--- config.mk ---
export PLATFORM = sky130hd
export DESIGN_NAME = elevator_nfloor_ctrl_flat
export DESIGN_NICKNAME = d
export VERILOG_FILES = /design/src/rtl/elevator_nfloor_ctrl_if.sv /design/src/rtl/elevator_nfloor_ctrl.sv /design/src/flat_wrapper.sv
export SDC_FILE = /design/constraint.sdc
export NUM_CORES = 1
export LEC_CHECK = 0
export CORE_ASPECT_RATIO = 1.1
export CORE_UTILIZATION = 58
export DETAILED_ROUTE_END_ITERATION = 6
export HOLD_SLACK_MARGIN = 0.05
export PLACE_DENSITY = 0.81
export SLEW_MARGIN = 25
export SYNTH_ARGS = -nofsm -noshare
export SYNTH_HDL_FRONTEND = slang
export SYNTH_SLANG_ARGS = --single-unit
--- constraint.sdc ---
create_clock -name clk_i -period 6.7 [get_ports clk_i]
set_clock_uncertainty 0.1 [all_clocks]
set_input_delay 0.67 -clock clk_i [delete_from_list [all_inputs] [get_ports clk_i]]
set_output_delay 0.67 -clock clk_i [all_outputs]
set_load 0.1 [all_outputs]
--- src/rtl/elevator_nfloor_ctrl_if.sv ---
// Call/status bundle between the call-button logic (master) and the elevator
// controller (slave).
interface elevator_nfloor_ctrl_if #(
    parameter int NB_FLOORS = 4
);
    logic [NB_FLOORS-1:0] call_i;
    logic [NB_FLOORS-1:0] floor_o;
    logic                 open_o;
    logic                 moving_o;
    logic                 dir_up_o;
    logic [NB_FLOORS-1:0] pending_o;

    modport master (
        output call_i,
        input  floor_o, open_o, moving_o, dir_up_o, pending_o
    );

    modport slave (
        input  call_i,
        output floor_o, open_o, moving_o, dir_up_o, pending_o
    );
endinterface

--- src/rtl/elevator_nfloor_ctrl.sv ---
// N-floor SCAN elevator controller: latches floor calls, keeps sweeping while
// requests lie ahead, and times door and travel with one shared cycle timer.
module elevator_nfloor_ctrl #(
    parameter int NB_FLOORS   = 4,
    parameter int DOOR_CYCLES = 8,
    parameter int MOVE_CYCLES = 4
) (
    input  logic                  clk_i,
    input  logic                  rst_i,
    elevator_nfloor_ctrl_if.slave bus
);
    localparam int MAX_CYCLES = (DOOR_CYCLES > MOVE_CYCLES) ? DOOR_CYCLES : MOVE_CYCLES;
    localparam int TW         = $clog2(MAX_CYCLES + 1);

    localparam logic [TW-1:0]        DOOR_LOAD    = TW'(DOOR_CYCLES);
    localparam logic [TW-1:0]        MOVE_LOAD    = TW'(MOVE_CYCLES);
    localparam logic [TW-1:0]        TIMER_ONE    = TW'(1);
    localparam logic [NB_FLOORS-1:0] FLOOR_BOTTOM = NB_FLOORS'(1);

    typedef enum logic [1:0] {
        S_IDLE,
        S_OPEN,
        S_MOVE
    } state_e;

    state_e               state_q;
    logic [NB_FLOORS-1:0] floor_q;
    logic [NB_FLOORS-1:0] pending_q;
    logic [TW-1:0]        timer_q;
    logic                 dir_up_q;
    logic                 open_q;
    logic                 moving_q;

    logic [NB_FLOORS-1:0] below_mask;
    logic [NB_FLOORS-1:0] above_mask;
    logic [NB_FLOORS-1:0] ahead_mask;
    logic [NB_FLOORS-1:0] behind_mask;
    logic [NB_FLOORS-1:0] next_floor;
    logic [NB_FLOORS-1:0] latch_mask;
    logic [NB_FLOORS-1:0] clear_mask;
    logic [NB_FLOORS-1:0] pending_d;
    logic                 ahead;
    logic                 behind;
    logic                 here_pending;
    logic                 next_pending;
    logic                 here_call;
    logic                 timer_done;

    // Floor masks come straight from the one-hot position: everything below is (onehot - 1).
    always_comb begin
        below_mask   = floor_q - FLOOR_BOTTOM;
        above_mask   = ~(floor_q | below_mask);
        ahead_mask   = dir_up_q ? above_mask : below_mask;
        behind_mask  = dir_up_q ? below_mask : above_mask;
        ahead        = |(pending_q & ahead_mask);
        behind       = |(pending_q & behind_mask);
        here_pending = |(pending_q & floor_q);
        next_floor   = dir_up_q ? (floor_q << 1) : (floor_q >> 1);
        next_pending = |(pending_q & next_floor);
        here_call    = |(bus.call_i & floor_q);
        timer_done   = (timer_q <= TIMER_ONE);

        latch_mask = (state_q == S_OPEN) ? ~floor_q : '1;
        clear_mask = '0;
        if (state_q == S_IDLE && here_pending) begin
            clear_mask = floor_q;
        end else if (state_q == S_MOVE && timer_done && next_pending) begin
            clear_mask = next_floor;
        end
        // NOTE: a clear on the edge that opens the door beats a same-edge call for that floor.
        pending_d = (pending_q | (bus.call_i & latch_mask)) & ~clear_mask;
    end

    // NOTE: every state register uses non-blocking assignment so all branches see pre-edge values.
    always_ff @(posedge clk_i or posedge rst_i) begin
        if (rst_i) begin
            state_q   <= S_IDLE;
            floor_q   <= FLOOR_BOTTOM;
            pending_q <= '0;
            timer_q   <= '0;
            dir_up_q  <= 1'b1;
            open_q    <= 1'b0;
            moving_q  <= 1'b0;
        end else begin
            pending_q <= pending_d;
            case (state_q)
                S_IDLE: begin
                    if (here_pending) begin
                        state_q <= S_OPEN;
                        open_q  <= 1'b1;
                        timer_q <= DOOR_LOAD;
                    end else if (ahead || behind) begin
                        state_q  <= S_MOVE;
                        moving_q <= 1'b1;
                        timer_q  <= MOVE_LOAD;
                        if (!ahead) begin
                            dir_up_q <= ~dir_up_q;
                        end
                    end
                end

                S_OPEN: begin
                    if (here_call) begin
                        timer_q <= DOOR_LOAD;
                    end else if (!timer_done) begin
                        timer_q <= timer_q - TIMER_ONE;
                    end else begin
                        open_q <= 1'b0;
                        if (ahead || behind) begin
                            state_q  <= S_MOVE;
                            moving_q <= 1'b1;
                            timer_q  <= MOVE_LOAD;
                            if (!ahead) begin
                                dir_up_q <= ~dir_up_q;
                            end
                        end else begin
                            state_q <= S_IDLE;
                            timer_q <= '0;
                        end
                    end
                end

                S_MOVE: begin
                    if (!timer_done) begin
                        timer_q <= timer_q - TIMER_ONE;
                    end else begin
                        // Arrival edge: only a call latched before this edge stops the cabin here.
                        floor_q <= next_floor;
                        if (next_pending) begin
                            state_q  <= S_OPEN;
                            moving_q <= 1'b0;
                            open_q   <= 1'b1;
                            timer_q  <= DOOR_LOAD;
                        end else begin
                            timer_q <= MOVE_LOAD;
                        end
                    end
                end

                default: begin
                    state_q  <= S_IDLE;
                    open_q   <= 1'b0;
                    moving_q <= 1'b0;
                    timer_q  <= '0;
                end
            endcase
        end
    end

    assign bus.floor_o   = floor_q;
    assign bus.open_o    = open_q;
    assign bus.moving_o  = moving_q;
    assign bus.dir_up_o  = dir_up_q;
    assign bus.pending_o = pending_q;
endmodule

--- src/flat_wrapper.sv ---
// flat-port wrapper written by rule: the top's interface ports become plain ports
module elevator_nfloor_ctrl_flat 
#(
    parameter int NB_FLOORS   = 4,
    parameter int DOOR_CYCLES = 8,
    parameter int MOVE_CYCLES = 4
)
  (clk_i, rst_i, bus_call_i, bus_floor_o, bus_open_o, bus_moving_o, bus_dir_up_o, bus_pending_o);
  elevator_nfloor_ctrl_if #(.NB_FLOORS(NB_FLOORS)) bus_i ();
  input  logic clk_i;
  input  logic rst_i;
  input wire logic [$bits(bus_i.call_i)-1:0] bus_call_i;
  output wire logic [$bits(bus_i.floor_o)-1:0] bus_floor_o;
  output wire logic [$bits(bus_i.open_o)-1:0] bus_open_o;
  output wire logic [$bits(bus_i.moving_o)-1:0] bus_moving_o;
  output wire logic [$bits(bus_i.dir_up_o)-1:0] bus_dir_up_o;
  output wire logic [$bits(bus_i.pending_o)-1:0] bus_pending_o;
  assign bus_i.call_i = bus_call_i;
  assign bus_floor_o = bus_i.floor_o;
  assign bus_open_o = bus_i.open_o;
  assign bus_moving_o = bus_i.moving_o;
  assign bus_dir_up_o = bus_i.dir_up_o;
  assign bus_pending_o = bus_i.pending_o;
  elevator_nfloor_ctrl #(.NB_FLOORS(NB_FLOORS), .DOOR_CYCLES(DOOR_CYCLES), .MOVE_CYCLES(MOVE_CYCLES)) u_core (.clk_i(clk_i), .rst_i(rst_i), .bus(bus_i));
endmodule
# --- Yosys cells after proc, flatten, opt, wreduce, memory -nomap -nowiden ---
# Index checks and enable logic that the tools add are counted.
totals:
  reg_bits: 17
  inputBits: 6
  output_inout_bits: 11
  wordCells: 89
classes:
  n_addsub: 2
  n_lt_le_gt_ge: 1
  n_eq_ne: 9
  mux: 41
  bitwise: 13
  n_reduce_logical: 16
ops:
  columns: ["operator", "n"]
  rows:
  - ["$mux W4", 12]
  - ["$and A4 B4 Y4", 7]
  - ["$reduce_or A4 Y1", 5]
  - ["$mux W1", 16]
  - ["$reduce_and A5 Y1", 3]
  - ["$mux W2", 7]
  - ["$not A4 Y4", 3]
  - ["$pmux W4 S3", 1]
  - ["$ne A2 B1 Y1 const B", 4]
  - ["$or A4 B4 Y4", 2]
  - ["$sub A4 B1 Y4 const B", 2]
  - ["$pmux W1 S3", 2]
  - ["$pmux W2 S3", 1]
  - ["$le A4 B1 Y1 const B", 1]
  - ["$ne A2 B2 Y1 const B", 2]
  - ["$reduce_and A4 Y1", 1]
  - ["$logic_and A1 B1 Y1", 3]
  - ["$mux W3", 1]
  - ["$ne A3 B2 Y1 const B", 1]
  - ["$eq A2 B1 Y1 const B", 1]
  - ["$eq A2 B2 Y1 const B", 1]
  - ["$logic_not A2 Y1", 1]
  - ["$pmux W1 S2", 1]
  - ["$reduce_and A2 Y1", 1]
  - ["3 further kinds", 3]

# --- Longest topological paths before layout ---
depth:
  depth_word: 11
  depth_mapped: 9
  depth_no_buf: 9

# --- Least setup slack after synthesis ---
# OpenSTA, ideal clock, no wires.
synth_timing:
  path_type: "flip-flop to flip-flop"
  from: "reg u_core.floor_q[1], in the netlist u_core.bus.floor_o[1]"
  to: "reg u_core.timer_q[2]"
  setup_ps: 143
  t_arrival_ps: 2703
  t_required_ps: 6457
  slack_ps: 3754
  stages_incl_launch_ff: 10
  path_buffers: 0
  period_less_slack_ps: 2946
  path_cell_list: "dfrtp_1 inv_1 ha_1 inv_1 ha_1 mux2_4 a22oi_2 o221ai_2 o311ai_1 a222oi_1"
synth_between:
  elab_chain_len: 11
  word_cells_on_any_way: 25
  cone_classes: "add/sub: 1; eq/ne: 1; mux: 10; bitwise: 7; reduce/logical: 6"
synth_rtl:
  columns: ["item", "line_no", "source"]
  rows:
  - ["start, declared", "elevator_nfloor_ctrl.sv:27", "logic [NB_FLOORS-1:0] floor_q;"]
  - ["start signal, assigned", "elevator_nfloor_ctrl.sv:128", "floor_q <= next_floor;"]
  - ["$sub A4 B1 Y4", "elevator_nfloor_ctrl.sv:51", "below_mask = floor_q - FLOOR_BOTTOM;"]
  - ["$or A4 B4 Y4", "elevator_nfloor_ctrl.sv:52", "above_mask = ~(floor_q | below_mask);"]
  - ["$not A4 Y4", "elevator_nfloor_ctrl.sv:52", null]
  - ["$mux W4, on equally long branches", "elevator_nfloor_ctrl.sv:53, elevator_nfloor_ctrl.sv:54", null]
  - ["$and A4 B4 Y4, on equally long branches", "elevator_nfloor_ctrl.sv:55, elevator_nfloor_ctrl.sv:56", null]
  - ["$reduce_or A4 Y1, on equally long branches", "elevator_nfloor_ctrl.sv:55, elevator_nfloor_ctrl.sv:56", null]
  - ["$logic_or A1 B1 Y1", "elevator_nfloor_ctrl.sv:92, elevator_nfloor_ctrl.sv:109", null]
  - ["$mux W3", "elevator_nfloor_ctrl.sv:109", "if (ahead || behind) begin"]
  - ["$mux W4", "elevator_nfloor_ctrl.sv:105", "end else if (!timer_done) begin"]
  - ["$mux W4", "elevator_nfloor_ctrl.sv:103", "if (here_call) begin"]
  - ["$pmux W4 S3", "elevator_nfloor_ctrl.sv:86", "case (state_q)"]
  - ["end signal, assigned", "elevator_nfloor_ctrl.sv:106", "timer_q <= timer_q - TIMER_ONE;"]
  - ["end signal, assigned", "elevator_nfloor_ctrl.sv:125", "timer_q <= timer_q - TIMER_ONE;"]
  - ["end, declared", "elevator_nfloor_ctrl.sv:29", "logic [TW-1:0] timer_q;"]
# Several ways; a longest one is shown, not always the timed one.
# A chain may end at the register's enable or synchronous reset.

# --- Worst setup path after layout ---
layout_timing:
  from: "reg u_core.dir_up_q, in the netlist u_core.bus.dir_up_o"
  to: "out bus_dir_up_o"
layout_rtl:
  columns: ["item", "line_no", "source"]
  rows:
  - ["start, declared", "elevator_nfloor_ctrl.sv:30", "logic dir_up_q;"]
  - ["start signal, assigned", "elevator_nfloor_ctrl.sv:97", "dir_up_q <= ~dir_up_q;"]
  - ["start signal, assigned", "elevator_nfloor_ctrl.sv:114", "dir_up_q <= ~dir_up_q;"]
  - ["end, declared", "flat_wrapper.sv:16", "output wire logic [$bits(bus_i.dir_up_o)-1:0] bus_dir_up_o;"]
# No word-level cell between the ends.

==> summary.txt <==
Detailed routing
  • Via Count: 1132
  • Via/cell ratio: 6.29
  • Avg WL per Cell: 15.9 um
  • DRC errors left: 0
  • WL final: 2860 um
  • TritonRoute pass-1 iters: 4
  • Antenna Nets Post-Route: 0
  • Initial DRC Count: 38

Clock tree
  • Setup bufs post-CTS: 0
  • Clk Latency, worst-skew pair: 0.29 ns
  • CTS resizes: 0
  • Clock sink count: 17
  • Cts hold-fix bufs: 0
  • CTS tree: yes
  • H-tree depth: 1
  • Clock Path Buffers: 2
  • Clock slew at reported path FFs: 0.10 ns
  • Root Buffer: clkbuf_4
  • Total CTS buffers: 3

Timing
  • Final Max Slew Viols: 0
  • Setup TNS: 0 ns
  • Final setup viols: 0
  • Final period utilization: 0.456
  • Period minus WS final: 3.05 ns
  • Hold_ws: 0.419 ns
  • Fmax: 328 MHz
  • Fin. Hold Viols: 0
  • RSZ-0062 raised after global routing: no
  • Worst slew pin tran: 0.964 ns
  • Max transition margin: 0.355

Cells and area
  • Register area: 428 um2
  • FILL cells: 163
  • Area growth, synth to finish: 15.4%
  • Ratio of cells with drive above 1 in the final layout: 0.0987
  • Commonest non-fill, non-tap cell in the layout: inv_1
  • Final nets: 165
  • Most frequent cells in the layout: 17 x inv_1, 16 x clkdlybuf4s50_1, 15 x dfrtp_1
  • Multi-input gate area: 727 um2
  • Diode count: 0

Worst setup path
  • Crit-path leading delay family: buffers and inverters
  • Slowest-stage cell, CP: clkdlybuf4s50_1
  • Arr. time, crit path: 2.28 ns
  • Endpoint type of the worst setup path: output port
  • Worst Path Required: 5.93 ns
  • Worst Setup Start Kind: flop
  • Crit Path Max Fanout: 19
  • Worst path max stage delay: 1.21 ns
  • Critical path, cell by cell: clkdlybuf4s50_1
  • WP buf/inv: 1
  • Crit Path Category: reg -> out

Synthesis
  • Synth Net Count: 148
  • Mapped cell area: 1250 um2
  • Top FF cell, synth: dfrtp_1
  • Ys Warns: 0
  • Synth async-reset ratio: 1.00
  • Seq/Total Area, Yosys: 0.343
  • Number of synthesized register bits: 17
  • Count of flip-flops with a built-in enable after synthesis: 0
  • Post-synthesis cell count: 136
  • Avg Cell Area, Syn: 9.17 um2
  • Yosys cell types: 44

Run
  • Max-Cap Viols: 0

Place
  • HPWL after DPL: 2130 um
  • Routability cong.: 0.865
  • PortBufs: 16

Floorplan
  • Die Height: 50.6 um
  • Core area: 2020 um2
  • # IOs: 17
  • Number of cell rows: 17
  • Initial core utilization: 0.617
  • DIE AREA: 2340 um2
  • DIE WIDTH: 46.2 um

Status
  • Run status: finished clean

Global routing
  • Gr usage total: 0.282
  • Total grt overflow: 0
  • First-pass GRT wire length: 4860 um
  • Vias in the first global route: 1086
  • Largest net degree at the start of global routing: 20
  • Initial antenna violation count: 0

Min path
  • Hold crit path type: reg -> reg
## worst paths after layout
check,start,endpoint,slack [ns],cells past startpoint
min reg2reg,u_core.bus.open_o,u_core.bus.open_o,0.42,1
max reg2reg,u_core.bus.floor_o[0],u_core.timer_q[2],4.18,9
max in group asynchronous,rst_i,u_core.bus.floor_o[1],5.40,2
max,u_core.bus.dir_up_o,bus_dir_up_o,3.65,1
min,u_core.bus.open_o,u_core.bus.open_o,0.42,1
min in group asynchronous,rst_i,u_core.state_q[1],0.67,2
## cells by family (layout without fill, tap and decap cells)
logic type | count (synthesis) | after routing | share of synthesized area
and+or+nand+nor | 37 | 37 | 0.158
buffers and inverters | 21 | 37 | 0.0742
adders and majority gates | 6 | 6 | 0.0602
AOI/OAI and AO/OA | 47 | 47 | 0.296
xor gates and xnor gates | 2 | 2 | 0.0140
DFF | 17 | 17 | 0.343
muxes | 6 | 6 | 0.0542
## metrics by stage
stage	instance area (um2)	setup slack, ns	util	cells
floorplan	1250	3.75	-	136
global placement	1410	3.99	0.700	176
detailed placement	1410	3.98	0.700	176
CTS	1440	3.65	0.713	180
global route	1440	3.60	0.713	180
finish	1440	3.65	0.713	180
## flip-flops by register name, indices dropped and copies added (netlist names)
register	count
u_core.bus.pending_o	4
u_core.bus.open_o	1
u_core.bus.dir_up_o	1
u_core.state_q	2
u_core.bus.moving_o	1
u_core.timer_q	4
u_core.bus.floor_o	4
## routing by layer
metal / GRT usage / wire length, um
met5: 0 / 0
met4: 0.0637 / 24
met3: 0.0504 / 155
met2: 0.493 / 1490
met1: 0.349 / 1180
## layout make-up
type,count,area share
multi-input combinational,98,0.505
sequential,17,0.297
inverter,17,0.0443
timing repair buffer,16,0.111
tap,28,0.0243
clock buffer,4,0.0182
## cell usage after synthesis, types with 3 or more instances
library cell   n  share of area
inv_1         17          0.051
dfrtp_1       15           0.30
nand2_1       12          0.036
nor2_1         9          0.027
a21oi_1        8          0.032
a22oi_1        6          0.036
ha_1           6          0.060
o21ai_0        6          0.024
nand3_1        5          0.020
o21a_1         4          0.024
o32a_1         4          0.032
mux2i_1        3          0.024
Power is left out: the tool's default activity adds up to more than one toggle a clock period on the data nets, which glitch-free logic cannot reach.
